<file path="src/rtl/if_fetch_ctrl_if.sv">
// Fetch-controller bus: debug/hazard requests, instruction memory read data,
// and the PC, IF/ID, advance and statistics outputs.
interface if_fetch_ctrl_if #(
  parameter int N_BITS   = 32,
  parameter int CNT_BITS = 32
);
  logic                i_enable;
  logic                i_step_mode;
  logic                i_step;
  logic                i_halt;
  logic                i_flush;
  logic [N_BITS-1:0]   i_jump_direction;
  logic [N_BITS-1:0]   i_imem_data;

  logic [N_BITS-1:0]   o_pc;
  logic [N_BITS-1:0]   o_if_id_instr;
  logic [N_BITS-1:0]   o_if_id_pc4;
  logic                o_if_id_valid;
  logic                o_advance;
  logic                o_program_end;
  logic [CNT_BITS-1:0] o_cycle_count;
  logic [CNT_BITS-1:0] o_stall_count;
  logic [CNT_BITS-1:0] o_flush_count;

  // Driven by the debug unit, hazard logic and instruction memory.
  modport master (
    output i_enable, i_step_mode, i_step, i_halt, i_flush,
           i_jump_direction, i_imem_data,
    input  o_pc, o_if_id_instr, o_if_id_pc4, o_if_id_valid, o_advance,
           o_program_end, o_cycle_count, o_stall_count, o_flush_count
  );

  modport slave (
    input  i_enable, i_step_mode, i_step, i_halt, i_flush,
           i_jump_direction, i_imem_data,
    output o_pc, o_if_id_instr, o_if_id_pc4, o_if_id_valid, o_advance,
           o_program_end, o_cycle_count, o_stall_count, o_flush_count
  );
endinterface

</file>
<file path="src/rtl/if_fetch_ctrl.sv">
// IF-stage controller: PC register, IF/ID register, run/step/drain sequencing.
// Optional stall/flush statistics counters are built when IF_FETCH_STATS_EN is defined.
module if_fetch_ctrl #(
  parameter int                N_BITS       = 32,
  parameter logic [N_BITS-1:0] HALT_INSTR   = 32'hFFFF_FFFF,
  parameter int                DRAIN_CYCLES = 4,
  parameter int                CNT_BITS     = 32,
  parameter logic [N_BITS-1:0] PC_RESET     = '0
) (
  input logic              i_clk,
  input logic              i_reset,
  if_fetch_ctrl_if.slave   bus
);

  localparam int DRAIN_W = (DRAIN_CYCLES < 2) ? 1 : $clog2(DRAIN_CYCLES + 1);
  localparam logic [N_BITS-1:0]  PC_STEP   = N_BITS'(4);
  localparam logic [DRAIN_W-1:0] DRAIN_END = DRAIN_W'(DRAIN_CYCLES);

  typedef enum logic [1:0] {
    ST_IDLE  = 2'b00,
    ST_RUN   = 2'b01,
    ST_DRAIN = 2'b10,
    ST_END   = 2'b11
  } state_t;

  state_t              state_q, state_d;
  logic                mode_q, mode_d;
  logic [N_BITS-1:0]   pc_q, pc_d;
  logic [N_BITS-1:0]   instr_q, instr_d;
  logic [N_BITS-1:0]   pc4_q, pc4_d;
  logic                valid_q, valid_d;
  logic [DRAIN_W-1:0]  drain_q, drain_d;
  logic [CNT_BITS-1:0] cycle_q, cycle_d;
  logic                adv;
  logic [N_BITS-1:0]   pc_plus4;
  logic [DRAIN_W-1:0]  drain_inc;

  assign pc_plus4  = pc_q + PC_STEP;
  assign drain_inc = drain_q + 1'b1;

  // Single clock-enable for the whole pipeline; forced low while in reset.
  assign adv = !i_reset
             && (state_q == ST_RUN || state_q == ST_DRAIN)
             && bus.i_enable
             && (!mode_q || bus.i_step);

  // NOTE: state registers use non-blocking assignments so every flop samples
  // the pre-edge value of its neighbours, independent of statement order.
  always_ff @(posedge i_clk) begin
    if (i_reset) begin
      state_q <= ST_IDLE;
      mode_q  <= 1'b0;
      pc_q    <= PC_RESET;
      instr_q <= '0;
      pc4_q   <= '0;
      valid_q <= 1'b0;
      drain_q <= '0;
      cycle_q <= '0;
    end else begin
      state_q <= state_d;
      mode_q  <= mode_d;
      pc_q    <= pc_d;
      instr_q <= instr_d;
      pc4_q   <= pc4_d;
      valid_q <= valid_d;
      drain_q <= drain_d;
      cycle_q <= cycle_d;
    end
  end

  // NOTE: every output of this block gets a hold default first, so no path
  // leaves a variable unassigned and no latch is inferred.
  always_comb begin
    state_d = state_q;
    mode_d  = mode_q;
    pc_d    = pc_q;
    instr_d = instr_q;
    pc4_d   = pc4_q;
    valid_d = valid_q;
    drain_d = drain_q;
    cycle_d = cycle_q;

    if (adv && (cycle_q != '1)) cycle_d = cycle_q + 1'b1;

    unique case (state_q)
      ST_IDLE: begin
        if (bus.i_enable) begin
          mode_d  = bus.i_step_mode;
          state_d = ST_RUN;
        end
      end

      ST_RUN: begin
        // A stalled branch is re-evaluated after the stall, so halt beats flush.
        if (adv && !bus.i_halt) begin
          if (bus.i_flush) begin
            pc_d    = bus.i_jump_direction;
            instr_d = '0;
            pc4_d   = '0;
            valid_d = 1'b0;
          end else if (bus.i_imem_data == HALT_INSTR) begin
            instr_d = HALT_INSTR;
            pc4_d   = pc_plus4;
            valid_d = 1'b1;
            drain_d = '0;
            state_d = ST_DRAIN;
          end else begin
            pc_d    = pc_plus4;
            instr_d = bus.i_imem_data;
            pc4_d   = pc_plus4;
            valid_d = 1'b1;
          end
        end
      end

      ST_DRAIN: begin
        if (adv && !bus.i_halt) begin
          instr_d = '0;
          pc4_d   = '0;
          valid_d = 1'b0;
          drain_d = drain_inc;
          if (drain_inc == DRAIN_END) state_d = ST_END;
        end
      end

      ST_END: begin
      end

      default: state_d = ST_IDLE;
    endcase
  end

  assign bus.o_pc          = pc_q;
  assign bus.o_if_id_instr = instr_q;
  assign bus.o_if_id_pc4   = pc4_q;
  assign bus.o_if_id_valid = valid_q;
  assign bus.o_advance     = adv;
  assign bus.o_program_end = (state_q == ST_END);
  assign bus.o_cycle_count = cycle_q;

`ifdef IF_FETCH_STATS_EN
  logic [CNT_BITS-1:0] stall_q;
  logic [CNT_BITS-1:0] flush_q;

  always_ff @(posedge i_clk) begin
    if (i_reset) begin
      stall_q <= '0;
      flush_q <= '0;
    end else begin
      if (adv && bus.i_halt && (stall_q != '1))
        stall_q <= stall_q + 1'b1;
      if (adv && (state_q == ST_RUN) && bus.i_flush && !bus.i_halt && (flush_q != '1))
        flush_q <= flush_q + 1'b1;
    end
  end

  assign bus.o_stall_count = stall_q;
  assign bus.o_flush_count = flush_q;
`else
  assign bus.o_stall_count = '0;
  assign bus.o_flush_count = '0;
`endif

endmodule

</file>
<file path="src/flat_wrapper.sv">
// flat-port wrapper written by rule: the top's interface ports become plain ports
module if_fetch_ctrl_flat 
#(
  parameter int                N_BITS       = 32,
  parameter logic [N_BITS-1:0] HALT_INSTR   = 32'hFFFF_FFFF,
  parameter int                DRAIN_CYCLES = 4,
  parameter int                CNT_BITS     = 32,
  parameter logic [N_BITS-1:0] PC_RESET     = '0
)
  (i_clk, i_reset, bus_i_enable, bus_i_step_mode, bus_i_step, bus_i_halt, bus_i_flush, bus_i_jump_direction, bus_i_imem_data, bus_o_pc, bus_o_if_id_instr, bus_o_if_id_pc4, bus_o_if_id_valid, bus_o_advance, bus_o_program_end, bus_o_cycle_count, bus_o_stall_count, bus_o_flush_count);
  if_fetch_ctrl_if #(.N_BITS(N_BITS), .CNT_BITS(CNT_BITS)) bus_i ();
  input logic i_clk;
  input logic i_reset;
  input wire logic [$bits(bus_i.i_enable)-1:0] bus_i_enable;
  input wire logic [$bits(bus_i.i_step_mode)-1:0] bus_i_step_mode;
  input wire logic [$bits(bus_i.i_step)-1:0] bus_i_step;
  input wire logic [$bits(bus_i.i_halt)-1:0] bus_i_halt;
  input wire logic [$bits(bus_i.i_flush)-1:0] bus_i_flush;
  input wire logic [$bits(bus_i.i_jump_direction)-1:0] bus_i_jump_direction;
  input wire logic [$bits(bus_i.i_imem_data)-1:0] bus_i_imem_data;
  output wire logic [$bits(bus_i.o_pc)-1:0] bus_o_pc;
  output wire logic [$bits(bus_i.o_if_id_instr)-1:0] bus_o_if_id_instr;
  output wire logic [$bits(bus_i.o_if_id_pc4)-1:0] bus_o_if_id_pc4;
  output wire logic [$bits(bus_i.o_if_id_valid)-1:0] bus_o_if_id_valid;
  output wire logic [$bits(bus_i.o_advance)-1:0] bus_o_advance;
  output wire logic [$bits(bus_i.o_program_end)-1:0] bus_o_program_end;
  output wire logic [$bits(bus_i.o_cycle_count)-1:0] bus_o_cycle_count;
  output wire logic [$bits(bus_i.o_stall_count)-1:0] bus_o_stall_count;
  output wire logic [$bits(bus_i.o_flush_count)-1:0] bus_o_flush_count;
  assign bus_i.i_enable = bus_i_enable;
  assign bus_i.i_step_mode = bus_i_step_mode;
  assign bus_i.i_step = bus_i_step;
  assign bus_i.i_halt = bus_i_halt;
  assign bus_i.i_flush = bus_i_flush;
  assign bus_i.i_jump_direction = bus_i_jump_direction;
  assign bus_i.i_imem_data = bus_i_imem_data;
  assign bus_o_pc = bus_i.o_pc;
  assign bus_o_if_id_instr = bus_i.o_if_id_instr;
  assign bus_o_if_id_pc4 = bus_i.o_if_id_pc4;
  assign bus_o_if_id_valid = bus_i.o_if_id_valid;
  assign bus_o_advance = bus_i.o_advance;
  assign bus_o_program_end = bus_i.o_program_end;
  assign bus_o_cycle_count = bus_i.o_cycle_count;
  assign bus_o_stall_count = bus_i.o_stall_count;
  assign bus_o_flush_count = bus_i.o_flush_count;
  if_fetch_ctrl #(.N_BITS(N_BITS), .HALT_INSTR(HALT_INSTR), .DRAIN_CYCLES(DRAIN_CYCLES), .CNT_BITS(CNT_BITS), .PC_RESET(PC_RESET)) u_core (.i_clk(i_clk), .i_reset(i_reset), .bus(bus_i));
endmodule
</file>
<file path="config.mk">
export PLATFORM = sky130hd
export DESIGN_NAME = if_fetch_ctrl_flat
export DESIGN_NICKNAME = d
export VERILOG_FILES = /design/src/rtl/if_fetch_ctrl_if.sv /design/src/rtl/if_fetch_ctrl.sv /design/src/flat_wrapper.sv
export SDC_FILE = /design/constraint.sdc
export NUM_CORES = 1
export LEC_CHECK = 0
export BUFFER_PORTS_ARGS = -buffer_cell sky130_fd_sc_hd__buf_2
export CAP_MARGIN = 10
export CORE_MARGIN = 5
export CORE_UTILIZATION = 29
export CTS_CLUSTER_SIZE = 20
export DETAILED_ROUTE_END_ITERATION = 6
export PLACE_DENSITY = 0.55
export SLEW_MARGIN = 20
export SYNTH_ARGS = -nofsm -noshare
export SYNTH_HDL_FRONTEND = slang
export SYNTH_SLANG_ARGS = --single-unit
</file>
<file path="constraint.sdc">
create_clock -name i_clk -period 7 [get_ports i_clk]
set_input_delay 1.4 -clock i_clk [delete_from_list [all_inputs] [get_ports i_clk]]
set_output_delay 1.4 -clock i_clk [all_outputs]
set_load 0.05 [all_outputs]
</file>
* Word level (Yosys, flattened, before mapping)
Cells that the tools add are included.
** Storage, ports and cells
- Bits in registers :: 135
- Bits of input ports :: 71
- Output and inout bits :: 195
** Cells by class
- Add/sub/neg operators :: 3
- Equal/unequal tests :: 13
- Mux-type cells :: 26
- Reductions and logical operators :: 18
** Operators with widths (count)
- $mux W32 :: 8
- $pmux W32 S2 :: 2
- $add A32 B1 Y32 const B :: 1
- $add A32 B3 Y32 const B :: 1
- $eq A32 B32 Y1 const B :: 1
- $ne A32 B32 Y1 const B :: 1
- $ne A2 B2 Y1 const B :: 7
- $mux W2 :: 6
- $mux W3 :: 4
- $reduce_and A7 Y1 :: 1
- $pmux W2 S3 :: 1
- $pmux W3 S2 :: 1
- $reduce_and A3 Y1 :: 2
- $logic_and A1 B1 Y1 :: 5
- $reduce_and A5 Y1 :: 1
- $eq A2 B2 Y1 const B :: 2
- $add A3 B1 Y3 const B :: 1
- $eq A3 B3 Y1 const B :: 1
- $logic_not A1 Y1 :: 3
- $mux W1 :: 3
- $reduce_bool A3 Y1 :: 1
- $eq A2 B1 Y1 const B :: 1
- $logic_not A2 Y1 :: 1
- $logic_or A1 B1 Y1 :: 2
- other kinds (3) :: 3

* Longest topological paths before layout
- Depth in word-level cells :: 8
- Mapped depth :: 9
- Gate-level depth less buffers :: 7

* Least setup slack after synthesis
Ideal clock, no wire load.
- Kind :: input port to output port
- From :: input port i_reset
- To :: output port bus_o_advance
- Arrival time :: 2.282 ns
- Required time :: 5.600 ns
- Path slack :: 3.318 ns
- Stages on the path :: 2
- Path buffers :: 0
- Cells stage by stage :: nand3b_1 -> nor2_1
** Between the ends
- Longest elaborated chain between the ends :: 4
** RTL lines
- from (decl) :: line flat_wrapper.sv:13 : input logic i_reset;
- $logic_not A1 Y1 :: line if_fetch_ctrl.sv:42 : assign adv = !i_reset
- $logic_and A1 B1 Y1 :: line if_fetch_ctrl.sv:43 : && (state_q == ST_RUN || state_q == ST_DRAIN)
- $logic_and A1 B1 Y1 :: line if_fetch_ctrl.sv:44 : && bus.i_enable
- $logic_and A1 B1 Y1 :: line if_fetch_ctrl.sv:45 : && (!mode_q || bus.i_step);
- to (decl) :: line flat_wrapper.sv:25 : output wire logic [$bits(bus_i.o_advance)-1:0] bus_o_advance;
Every way passes these cells.

* Final worst setup path
- From :: input port bus_i_flush
- To :: register u_core.pc_q[2], in the netlist u_core.bus.o_pc[2]
** Between the ends
- Longest elaborated chain between the ends :: 2
** RTL lines
- from (decl) :: line flat_wrapper.sv:18 : input wire logic [$bits(bus_i.i_flush)-1:0] bus_i_flush;
- $ne A2 B2 Y1 (no source line)
- $reduce_and A3 Y1 (no source line)
- to (signal assigned) :: line if_fetch_ctrl.sv:62 : pc_q <= pc_d;
- to (decl) :: line if_fetch_ctrl.sv:28 : logic [N_BITS-1:0] pc_q, pc_d;
Parallel ways exist; a longest one is shown, timed or not.
A chain may end at the register's enable or synchronous reset.

==> summary.md <==
| Metric | Value |
|---|---|
| Sw Share | 39.6% |
| Layout area overhead | 22.1% |
| Half-perimeter wire length after placement | roughly 17 mm |
| Worst r2r src | u_core.state_q[1] |
| Commonest cells post-synth | 135 x dfxtp_1, 82 x nor2_1, 68 x a21oi_1 |
| Final Cycle Share | 56.1% |
| Row Count | 57 |
| Outcome | completed |
| Avg WL per Cell | ~17 microns |
| Cts bufs inserted | 17 |
| CP Class | in -> reg |
| Register area share after synthesis | a little under two fifths |
| Most common cell in the netlist | dfxtp_1 |
| Worst path required time | between 7 and 8 ns |
| Cell taking the most area after synthesis | dfxtp_1 |
| Crit. End Element | flip-flop |
| Slowest cell on crit path | and4_1 |
| Yosys top cell area share | a little under two fifths |
| Post-CTS Hold Buffers | 0 |
| Post-CTS Resized | 0 |
| Crit path max fanout | 58 |
| Tmin final | about 3.9 ns |
| Synth Register Bits | about 140 |
| Leak | around 3.6 nW |
| GP Congestion | roughly 0.81 |
| Mapped Avg Cell Area | between 8 and 9 sq um |
| Buf/Inv on CP | 2 |
| Min-delay src | u_core.bus.o_if_id_pc4[19] |
| Die height | around 170 microns |
| Setup Fix Bufs, Post-CTS | 0 |
| Number of DRC violations after detailed routing | 0 |
| Final #Nets | about 1100 |
| Synth warn | 0 |
| Async set-reset flop share out of synthesis | 0% |
| Power Density | around 300 nW/um^2 |
| Post-synth EDFFs | 0 |
| Initial Util | just under 30% |
| Core Area | 24400 sq um |
| Hold WC Path Type | reg -> reg |
| TritonCTS clock tree | built |
| RSZ-0062 raised after global routing | no |
| Crit start category | input port |
| R2r setup slk | around 3.7 ns |
| IO Port Bufs | 201 |
| Area contributors post-synth | dfxtp_1 38%, buf_4 6.8%, a22oi_1 5.3% |
| Clock Tree Buf Depth | 2 |
| Slew @ Worst Pin | roughly 1.1 ns |
| Fraction of layout cells with a size suffix above 1 | 24.7% |
| Arr. time, crit path | ~4.2 ns |
| Hold Vio Cnt, Final | 0 |
| Vias/cell | 5.08 |
| Max-slew headroom | 28.0% |
| Gate power share | a little under a third |
| Total power | ~2.6 mW |
| Setup TNS | 0 ns |
| Clk_lat worst skew | between 0.4 and 0.5 ns |
| Max Cap Viol | 0 |
| Clk sink count | about 140 |
| Internal power | roughly 1.6 mW |
| Worst-path clk slew | 0.06 ns |
| Pre-antenna DRT Iters | 5 |
| Antenna Nets Post-Route | 0 |
| Vias | around 7000 |
| Ant diodes | 0 |
| Clk network pwr share | 35.8% |
| Total Wirelength | ~24 mm |
| FMAX | 255 MHz |
| Worst path max stage delay | 1.03 ns |
| Gr usage total | around 16% |
| Distinct cells, synth | between 60 and 70 |
| Endpoints failing setup | 0 |
| Grt ovf | 0 |
| Die X | 167 microns |
| Htree depth | 4 |
| I/O pins | 266 |
| CP cell instances | buf_2, buf_4, nand4b_1, nor4_1, and4_1, nor2_1, a311oi_1 |
| Final Max Tran Viols | 0 |
| Crit path from | bus_i_flush |
| Ys flop type | dfxtp_1 |
| Die area | 28000 sq um |
| Cells after synthesis | slightly below 900 |
| Initial antenna violation count | 1 |
| Max rail drop VDD | 0.187 mV |
| Worst Skew | 0.0125 ns |
| Vias in the first global route | roughly 6500 |
| First-pass GRT wire length | between 30 and 40 mm |
| Mapped Area | approximately 7200 sq um |
| CP delay by family, top | simple AND/OR/NAND/NOR gates |
| Flop pwr share | about a third |
| Drt initial violations | 566 |
| CTS root buffer | clkbuf_16 |
| Largest net degree at the start of global routing | 78 |
| Fill cells | around 2600 |
| NetSw | between 1 and 1.5 mW |
==> power groups by stage <==
stage / Sequential [mW] / Clock [mW] / Combinational, mW
3_5_place_dp: 0.891 / 0 / 0.816
3_3_place_gp: 0.891 / 0 / 0.810
2_1_floorplan: 1.07 / 0 / 0.445
6_report: 0.877 / 0.940 / 0.807
4_1_cts: 0.876 / 0.966 / 0.817
5_1_grt: 0.885 / 1.00 / 0.875
==> kinds of logic (layout without fill, tap and decap cells) <==
logic type / after synthesis / count (layout) / share of synthesized area [%]
adder cells (fa/ha/maj): 8 / 8 / 1.39
buffers and inverters: 147 / 264 / 11.4
AO/OA/AOI/OAI: 255 / 255 / 23.7
flip-flops: 135 / 135 / 37.6
AND/OR/NAND/NOR: 297 / 297 / 21.8
XOR/XNOR: 20 / 20 / 2.44
other: 1 / 64 / 0.0521
multiplexers: 11 / 11 / 1.55
==> metal layers <==
layer	global-route usage, %	share of wire [%]
met1	22.1	45
met2	25.4	45
met3	5.70	8.9
met4	2.82	0.64
met5	0	0.029
==> cell type report <==
cell class              instances  area (sq um)  area share (%)
multi-input cells             655          3930            44.7
well taps                     324           405            4.61
flip-flops and latches        135          2700            30.8
clock buffers                  21           460            5.24
clock inverters                11           148            1.68
repair buffers                206          1050            11.9
inverters                      26          97.6            1.11
==> state kept, by name, summed over array words and instances (netlist names) <==
| register | count |
|---|---|
| u_core.bus.o_cycle_count | 32 |
| u_core.bus.o_if_id_instr | 32 |
| u_core.bus.o_if_id_pc4 | 32 |
| u_core.bus.o_if_id_valid | 1 |
| u_core.bus.o_pc | 32 |
| u_core.drain_q | 3 |
| u_core.mode_q | 1 |
| u_core.state_q | 2 |
==> metrics by stage <==
step           hold WS [ns]  util, %  worst slack [ns]  cells  instance area (sq um)
6_report              0.449     36.0              3.08   1378                   8780
5_1_grt               0.471     36.0              2.82   1378                   8780
4_1_cts               0.451     36.0              3.08   1378                   8780
3_5_place_dp          0.443     33.5              2.65   1346                   8170
3_3_place_gp          0.438     33.5              2.74   1346                   8170
2_1_floorplan         0.445        -              3.32    937                   7430
==> final timing paths <==
kind | to | depth (start not counted)
setup / recovery | u_core.bus.o_pc[2] | 7
hold / removal | u_core.bus.o_if_id_pc4[19] | 2
hold reg to reg | u_core.bus.o_if_id_pc4[19] | 2
setup reg to reg | u_core.bus.o_pc[22] | 7
==> layout by cell type (no fill, tap or decap), types with 26 or more instances in the layout <==
cell	synthesis	routed
nand4_1	29	29
conb_1	1	64
nand3_1	29	29
inv_1	26	26
o21ai_0	49	49
nor2_1	82	82
a22oi_1	51	51
a21oi_1	68	68
nand2_1	56	56
dfxtp_1	135	135
buf_2	10	200
or3_1	28	28
==> worst reg2reg max path, delay by kind of cell, from the launching register on <==
family,cells,cell delay (ns)
fa+ha+maj,1,0.41
compound gates,1,0.08
flops,1,0.39
buf+inv,1,0.08
simple gates,4,2.25
Power figures use the tool's default switching activity.
